--- config.mk ---
export PLATFORM = sky130hd
export DESIGN_NAME = alu_sequencer
export DESIGN_NICKNAME = d
export VERILOG_FILES = /design/src/rtl/alu_sequencer.sv
export SDC_FILE = /design/constraint.sdc
export NUM_CORES = 1
export LEC_CHECK = 0
export ABC_CLOCK_PERIOD_IN_PS = 6900
export CAP_MARGIN = 20
export CORE_MARGIN = 1
export CORE_UTILIZATION = 50
export CTS_CLUSTER_SIZE = 25
export DETAILED_ROUTE_END_ITERATION = 16
export PLACE_DENSITY = 0.74
export SYNTH_ARGS = -nofsm -noshare
export SYNTH_HDL_FRONTEND = slang
export SYNTH_SLANG_ARGS = --single-unit
--- constraint.sdc ---
create_clock -name clk -period 6.9 [get_ports clk]
set_input_delay 0.69 -clock clk [delete_from_list [all_inputs] [get_ports clk]]
set_output_delay 0.69 -clock clk [all_outputs]
set_load 0.05 [all_outputs]
--- src/rtl/alu_sequencer.sv ---
// Command sequencer for the shared register-file/ALU datapath.
// Buffers load/ALU commands in a FIFO and issues each one over one (load) or two (ALU) cycles.
module alu_sequencer #(
  parameter int unsigned DEPTH = 4
) (
  input  logic                     clk,
  input  logic                     rstN,
  input  logic                     cmdValid,
  output logic                     cmdReady,
  input  logic                     cmdKind,
  input  logic [3:0]               cmdOp,
  input  logic [4:0]               cmdRd,
  input  logic [4:0]               cmdRs1,
  input  logic [4:0]               cmdRs2,
  input  logic [4:0]               cmdShamt,
  input  logic                     cmdWb,
  input  logic [31:0]              cmdData,
  output logic                     wrEnable,
  output logic [4:0]               wrReg,
  output logic [4:0]               rdReg1,
  output logic [4:0]               rdReg2,
  output logic [3:0]               opCode,
  output logic [4:0]               shiftAmt,
  output logic                     selCh,
  output logic [31:0]              selData,
  input  logic [31:0]              aluResult,
  output logic                     doneValid,
  output logic [4:0]               doneRd,
  output logic [31:0]              doneResult,
  output logic                     errPulse,
  output logic [$clog2(DEPTH):0]   fifoCount
);
  localparam int unsigned AW = (DEPTH > 1) ? $clog2(DEPTH) : 1;
  localparam int unsigned CW = $clog2(DEPTH) + 1;

  typedef struct packed {
    logic        kind;
    logic [3:0]  op;
    logic [4:0]  rd;
    logic [4:0]  rs1;
    logic [4:0]  rs2;
    logic [4:0]  shamt;
    logic        wb;
    logic [31:0] data;
  } cmd_t;

  typedef enum logic [1:0] {S_IDLE, S_ISSUE, S_WRITE} state_t;

  cmd_t          r_mem [DEPTH];
  logic [AW-1:0] r_wr_ptr, r_rd_ptr;
  logic [CW-1:0] r_count;
  logic          r_ready;
  state_t        r_state;
  cmd_t          r_cur;

  logic          r_wr_en, r_sel_ch, r_done_v, r_err;
  logic [4:0]    r_wr_reg, r_rd1, r_rd2, r_sh, r_done_rd;
  logic [3:0]    r_op;
  logic [31:0]   r_sel_data, r_done_res;

  logic          w_push, w_pop, w_dispatch;
  logic [CW-1:0] w_count_nxt;
  cmd_t          w_cmd_in, w_head, w_cur_nxt;
  state_t        w_state_nxt;
  logic          w_wr_en, w_sel_ch, w_done_v, w_err;
  logic [4:0]    w_wr_reg, w_rd1, w_rd2, w_sh, w_done_rd;
  logic [3:0]    w_op;
  logic [31:0]   w_sel_data, w_done_res;

  assign w_cmd_in = '{kind: cmdKind, op: cmdOp, rd: cmdRd, rs1: cmdRs1, rs2: cmdRs2,
                      shamt: cmdShamt, wb: cmdWb, data: cmdData};
  assign w_push      = cmdValid && r_ready;
  assign w_head      = r_mem[r_rd_ptr];
  assign w_count_nxt = r_count + CW'(w_push) - CW'(w_pop);

  // FIFO storage carries no reset; validity is tracked by the count
  always_ff @(posedge clk) begin
    if (w_push) r_mem[r_wr_ptr] <= w_cmd_in;
  end

  always_ff @(posedge clk or negedge rstN) begin
    if (!rstN) begin
      r_wr_ptr <= '0;
      r_rd_ptr <= '0;
      r_count  <= '0;
      r_ready  <= 1'b1;
    end else begin
      if (w_push) r_wr_ptr <= r_wr_ptr + AW'(1);
      if (w_pop)  r_rd_ptr <= r_rd_ptr + AW'(1);
      r_count <= w_count_nxt;
      r_ready <= (w_count_nxt != CW'(DEPTH));
    end
  end

  // Next state and next registered outputs; IDLE and WRITE both dispatch the FIFO head
  always_comb begin
    w_state_nxt = r_state;
    w_cur_nxt   = r_cur;
    w_pop       = 1'b0;
    w_dispatch  = 1'b0;
    w_wr_en     = 1'b0;
    w_wr_reg    = '0;
    w_rd1       = '0;
    w_rd2       = '0;
    w_op        = '0;
    w_sh        = '0;
    w_sel_ch    = 1'b0;
    w_sel_data  = '0;
    w_done_v    = 1'b0;
    w_done_rd   = '0;
    w_done_res  = '0;
    w_err       = 1'b0;
    case (r_state)
      S_IDLE: w_dispatch = 1'b1;
      S_ISSUE: begin
        w_state_nxt = S_WRITE;
        w_wr_en     = r_cur.wb;
        w_sel_ch    = 1'b1;
        w_wr_reg    = r_cur.rd;
        w_rd1       = r_cur.rs1;
        w_rd2       = r_cur.rs2;
        w_op        = r_cur.op;
        w_sh        = r_cur.shamt;
      end
      S_WRITE: begin
        w_state_nxt = S_IDLE;
        w_done_v    = 1'b1;
        w_done_rd   = r_cur.rd;
        w_done_res  = r_cur.kind ? r_cur.data : aluResult;
        w_dispatch  = 1'b1;
      end
      default: w_state_nxt = S_IDLE;
    endcase
    if (w_dispatch && (r_count != '0)) begin
      w_pop     = 1'b1;
      w_cur_nxt = w_head;
      if (w_head.kind) begin
        w_state_nxt = S_WRITE;
        w_wr_en     = 1'b1;
        w_wr_reg    = w_head.rd;
        w_sel_data  = w_head.data;
      end else if (w_head.op <= 4'd8) begin
        w_state_nxt = S_ISSUE;
        w_wr_reg    = w_head.rd;
        w_rd1       = w_head.rs1;
        w_rd2       = w_head.rs2;
        w_op        = w_head.op;
        w_sh        = w_head.shamt;
      end else begin
        w_state_nxt = S_IDLE;
        w_err       = 1'b1;
      end
    end
  end

  always_ff @(posedge clk or negedge rstN) begin
    if (!rstN) begin
      r_state    <= S_IDLE;
      r_cur      <= '0;
      r_wr_en    <= 1'b0;
      r_wr_reg   <= '0;
      r_rd1      <= '0;
      r_rd2      <= '0;
      r_op       <= '0;
      r_sh       <= '0;
      r_sel_ch   <= 1'b0;
      r_sel_data <= '0;
      r_done_v   <= 1'b0;
      r_done_rd  <= '0;
      r_done_res <= '0;
      r_err      <= 1'b0;
    end else begin
      r_state    <= w_state_nxt;
      r_cur      <= w_cur_nxt;
      r_wr_en    <= w_wr_en;
      r_wr_reg   <= w_wr_reg;
      r_rd1      <= w_rd1;
      r_rd2      <= w_rd2;
      r_op       <= w_op;
      r_sh       <= w_sh;
      r_sel_ch   <= w_sel_ch;
      r_sel_data <= w_sel_data;
      r_done_v   <= w_done_v;
      r_done_rd  <= w_done_rd;
      r_done_res <= w_done_res;
      r_err      <= w_err;
    end
  end

  assign cmdReady   = r_ready;
  assign fifoCount  = r_count;
  assign wrEnable   = r_wr_en;
  assign wrReg      = r_wr_reg;
  assign rdReg1     = r_rd1;
  assign rdReg2     = r_rd2;
  assign opCode     = r_op;
  assign shiftAmt   = r_sh;
  assign selCh      = r_sel_ch;
  assign selData    = r_sel_data;
  assign doneValid  = r_done_v;
  assign doneRd     = r_done_rd;
  assign doneResult = r_done_res;
  assign errPulse   = r_err;
endmodule

# Word level (Yosys, flattened, before mapping)
# Memories as Yosys holds them, arrays and structs flattened.
# Cells that the tools add are included.
# classes
n_addsub	4
magnitude_cmp	1
eq_ne	4
muxes	41
n_reduce_logical	5
# ops
op	count
32-bit 2-to-1 mux	4
5-bit 2-to-1 mux	17
4-bit 2-to-1 mux	4
1-bit 2-to-1 mux	13
2-bit by 1-bit adder with 2-bit output (second input constant)	2
4-bit less-or-equal comparator (second input constant)	1
2-bit 2-to-1 mux	2
2-bit one-hot mux with 2 select lines	1
3-bit by 1-bit adder with 3-bit output	1
3-bit inequality test (second input constant)	1
3-bit nonzero test	1
3-bit by 1-bit subtractor with 3-bit output	1
2-bit by 1-bit equality test with 1-bit output (second input constant)	1
2-bit equality test (second input constant)	1
1-bit logical AND	2
2-bit logical NOT	1
2-bit inequality test (second input constant)	1
2-bit OR reduction	1
# totals
register_bits	165
ramBits	232
wordCells	81
mem_count	1
# mem_list
name	words	width	rd	rd_clocked_by_memory_dff	write_ports	line	text
r_mem	4	58	1	0	1	49	cmd_t r_mem [DEPTH];

# Logic depth before layout (Yosys ltp)
# depth
ltp_word	7
mapped_depth	9
ltp_nobuf	8

# Least setup slack after synthesis
# Ideal clock, no wire load.
# synth_path
path_type	register to register
start	register r_count[1] (netlist: fifoCount[1])
end	register r_ready (netlist: cmdReady)
setup_time_ns	0.083
arrival_ns	2.592
t_required_ns	6.817
setup_slack_ns	4.225
path_stages_with_launch	10
n_path_buf	1
synth_period_minus_slack_ns	2.675
path_cell_list	dfrtp_1 > nor3_1 > nor2_1 > clkbuf_1 > xnor2_1 > ha_1 > fa_1 > xnor2_1 > xnor2_1 > nand2_1
# synth_between
elab_chain_len	5
word_cells_on_any_way	6
classes_between	add/sub (2); eq/ne (1); mux (1); reduce/logical (2)
# synth_lines
element	line	text
from (decl)	51	logic [CW-1:0] r_count;
from (signal assigned)	90	r_count <= w_count_nxt;
branches (longest 3 deep; another with 3-bit by 1-bit adder with 3-bit output)	-	
3-bit by 1-bit subtractor with 3-bit output (*)	74	assign w_count_nxt = r_count + CW'(w_push) - CW'(w_pop);
via w_count_nxt[2]	62	logic [CW-1:0] w_count_nxt;
3-bit inequality test (*)	91	r_ready <= (w_count_nxt != CW'(DEPTH));
to (signal assigned)	91	
to (decl)	52	logic r_ready;
# Mark *: on every way through the listed nets, which the timed path passes.
# A chain may end at the register's enable or synchronous reset.

# Final worst setup path
# layout_path
start	register r_rd_ptr[1]
end	register r_sel_data[18] (netlist: selData[18])
# layout_between
elab_chain_len	3
# layout_lines
element	line	text
from (decl)	50	logic [AW-1:0] r_wr_ptr, r_rd_ptr;
from (signal assigned)	89	if (w_pop) r_rd_ptr <= r_rd_ptr + AW'(1);
memory 4 x 58 bit	-	
32-bit 2-to-1 mux	137	if (w_head.kind) begin
32-bit 2-to-1 mux	134	if (w_dispatch && (r_count != '0)) begin
via w_sel_data[18]	68	logic [31:0] w_sel_data, w_done_res;
to (signal assigned)	182	r_sel_data <= w_sel_data;
to (decl)	59	logic [31:0] r_sel_data, r_done_res;
# The timed path passes the listed nets, and every way through them passes these cells.

==> results.toml <==
[worst_setup_path]
critPathLaunchType = "register"
cp-end-kind = "register"
ff2ff_path_depth = 3
critPathMaxFanout = 59
r2r_setup_slack_ns = 4.15
crit_arrival_ns = 3.19
cp.required_ns = 7.35
critPathKind = "register to register"
r2r_end = "selData[18]"
r2r-start = "r_rd_ptr[1]"

[route]
vias_per_cell = 5.372
drt_wl_total_um = 28050
drc = 0
drt_iter0_drc = 466
dr.pass1.iters = 4
vias = 7241
detail-route-antenna-nets = 0
wl_per_cell_um = 20.81

[synthesis]
synth_edf_count = 232
yosysWarnings = 0
syn-instance-count = 730
synthArstFlopShare_pct = 41.56
syn_area_um2 = 14540
synth_nets = 829
yosys_register_bits = 397
ys_seq_area_share_pct = 76.31
synth.distinct_cells = 38
syn_area_per_cell_um2 = 19.92
synthFlopType = "edfxtp_1"

[power_and_ir_drop]
p_sw_w = 0.003087
combPwrFrac_pct = 35.8
pwr-share-seq_pct = 40.5
powerDensity_nw_per_um2 = 495.6
power_frac_clock_pct = 23.7
p_int_w = 0.005915
leakagePower_nw = 6.825
peakVddDrop_v = 0.0002266
p_sw_share_pct = 34.30

[sta]
min_period_ns = 2.747
setup_viol = 0
finalHoldViolCount = 0
rsz0062_at_grt = "no"
drv_slew = 0
fmax_ghz = 0.3640
setup_tns_ns = 0
slew_headroom_pct = 25.38
fin_hold_ws_ns = 0.2409
worstMarginPinSlew_ns = 1.119
fin_crit_sh_pct = 39.81
clock_skew_ns = 0.01253

[global_route]
grt_pass1_wl_um = 44180
first_global_vias = 7635
overflow = 0
grt_usage_pct = 19.47
antenna_found_initial = 3
grt_max_degree = 92

[clocking]
cts-buffers-inserted = 39
cts_buffer_depth = 3
clk_latency_ns = 0.52
cts.sinks = 397
cts_tree = "yes"
postCtsSetupRepairBufs = 0
hold_buffers = 0
cts_root_buf = "clkbuf_16"
cts-resized-gates = 0
htreeDepth = 2
clk_pin_slew_ns = 0.06

[layout]
nNetsFinal = 1032
final_cell_mix = "232 x edfxtp_1, 192 x clkdlybuf4s50_1, 161 x dfrtp_1"
syn2layout_area_growth_pct = 24.90
drive_gt1_share_pct = 21.18
final_common_cell = "edfxtp_1"
utilization_pct = 63.45

[floorplan]
die_area_um2 = 29770
start_util_pct = 50.80
num_rows = 62
coreArea_um2 = 28630
ioPinCount = 194
die_w_um = 172.5
dieHeight_um = 172.5

[job]
max-cap-violations = 0

[hold_path]
hold_path_class = "input port to asynchronous set/reset pin"

[place]
port_buffers = 193
dp_hpwl_um = 15780
gp_congestion = 0.7246

[run_status]
status = "complete, no violations"
## layout make-up
| cell class | count | area, um^2 |
|---|---|---|
| clock inverters | 19 | 219.0 |
| clock buffers | 52 | 1077 |
| flip-flops and latches | 397 | 11110 |
| diodes | 1 | 2.502 |
| multi-input cells | 292 | 3284 |
| fillers | 1976 | 10460 |
| repair buffers | 198 | 1974 |
| well taps | 384 | 480.5 |
| inverters | 5 | 18.77 |
## power groups by stage
stage                     logic, W  clock network (W)  registers [W]
final                      0.00322            0.00213        0.00365
after global routing       0.00343            0.00228        0.00373
after CTS                  0.00326            0.00218        0.00366
after detailed placement   0.00324                  0        0.00370
after global placement     0.00318                  0        0.00368
after floorplan            0.00169                  0        0.00424
## metrics by stage
stage / setup slack [ns] / total power (W) / area, um^2 / std cells
2_1_floorplan: 4.225 / 0.005922 / 14540 / 730
3_3_place_gp: 4.118 / 0.006856 / 16850 / 1275
3_5_place_dp: 4.059 / 0.006946 / 16850 / 1275
5_1_grt: 3.990 / 0.009437 / 18160 / 1347
4_1_cts: 4.022 / 0.009100 / 18150 / 1346
6_report: 4.153 / 0.009002 / 18160 / 1348
## kinds of logic (layout without fill, tap and decap cells)
| kind of cell | Yosys count | after routing | share of synthesized area [%] |
|---|---|---|---|
| AOI/OAI and AO/OA | 33 | 33 | 2.160 |
| xor gates and xnor gates | 6 | 6 | 0.3614 |
| adders and majority gates | 6 | 6 | 0.5679 |
| buffers and inverters | 41 | 274 | 1.359 |
| DFF | 397 | 397 | 76.31 |
| muxes | 148 | 148 | 15.68 |
| other | 0 | 1 | 0 |
| and+or+nand+nor | 99 | 99 | 3.562 |
## metal layers
metal	routed length, um	track usage, %	vias to the layer above
met2	13710	31.59	244
met3	1861	4.420	48
met4	565	5.655	2
li1	-	-	3209
met5	17	0	-
met1	11890	26.60	3738
## worst max-delay path by stage
stage	startpoint	end	slack, ns
after floorplan	fifoCount[1]	cmdReady	4.23
after global placement	r_rd_ptr[1]	rdReg1[2]	4.12
after detailed placement	r_rd_ptr[1]	rdReg2[3]	4.06
final	r_rd_ptr[1]	selData[18]	4.15
after CTS	r_rd_ptr[1]	rdReg2[3]	4.02
after global routing	r_rd_ptr[1]	selData[18]	3.99
## synthesized netlist by cell type, types with 5 or more instances
master    number  share of area, %
and2_1         5              0.22
ha_1           5              0.43
and3_1         5              0.22
a32o_2        10              0.77
nand2_1       13              0.34
nor2_1        34              0.88
clkbuf_1      23              0.59
mux2_2        58               4.5
xnor2_1        5              0.30
mux4_2        58               9.0
buf_2          8              0.28
dfrtp_1      164                28
and2b_1       10              0.52
mux2i_1       32               2.2
a32o_1         5              0.34
a32oi_1        5              0.30
edfxtp_1     232                48
nor2b_1       24               1.0
## state kept, by name, summed over array words and instances (netlist names)
name	count
r_cur	58
rdReg2	5
r_mem	232
fifoCount	3
selCh	1
errPulse	1
doneResult	32
selData	32
r_state	2
wrReg	5
opCode	4
r_wr_ptr	2
rdReg1	5
doneValid	1
r_rd_ptr	2
wrEnable	1
cmdReady	1
doneRd	5
shiftAmt	5
## worst max-delay path, cell delays in order (launching register included)
cell and delay (ns):
dfrtp_4 1.02, mux4_2 0.45, nand3_2 0.69, and2b_1 0.45
(Power assumes the default switching activity.)
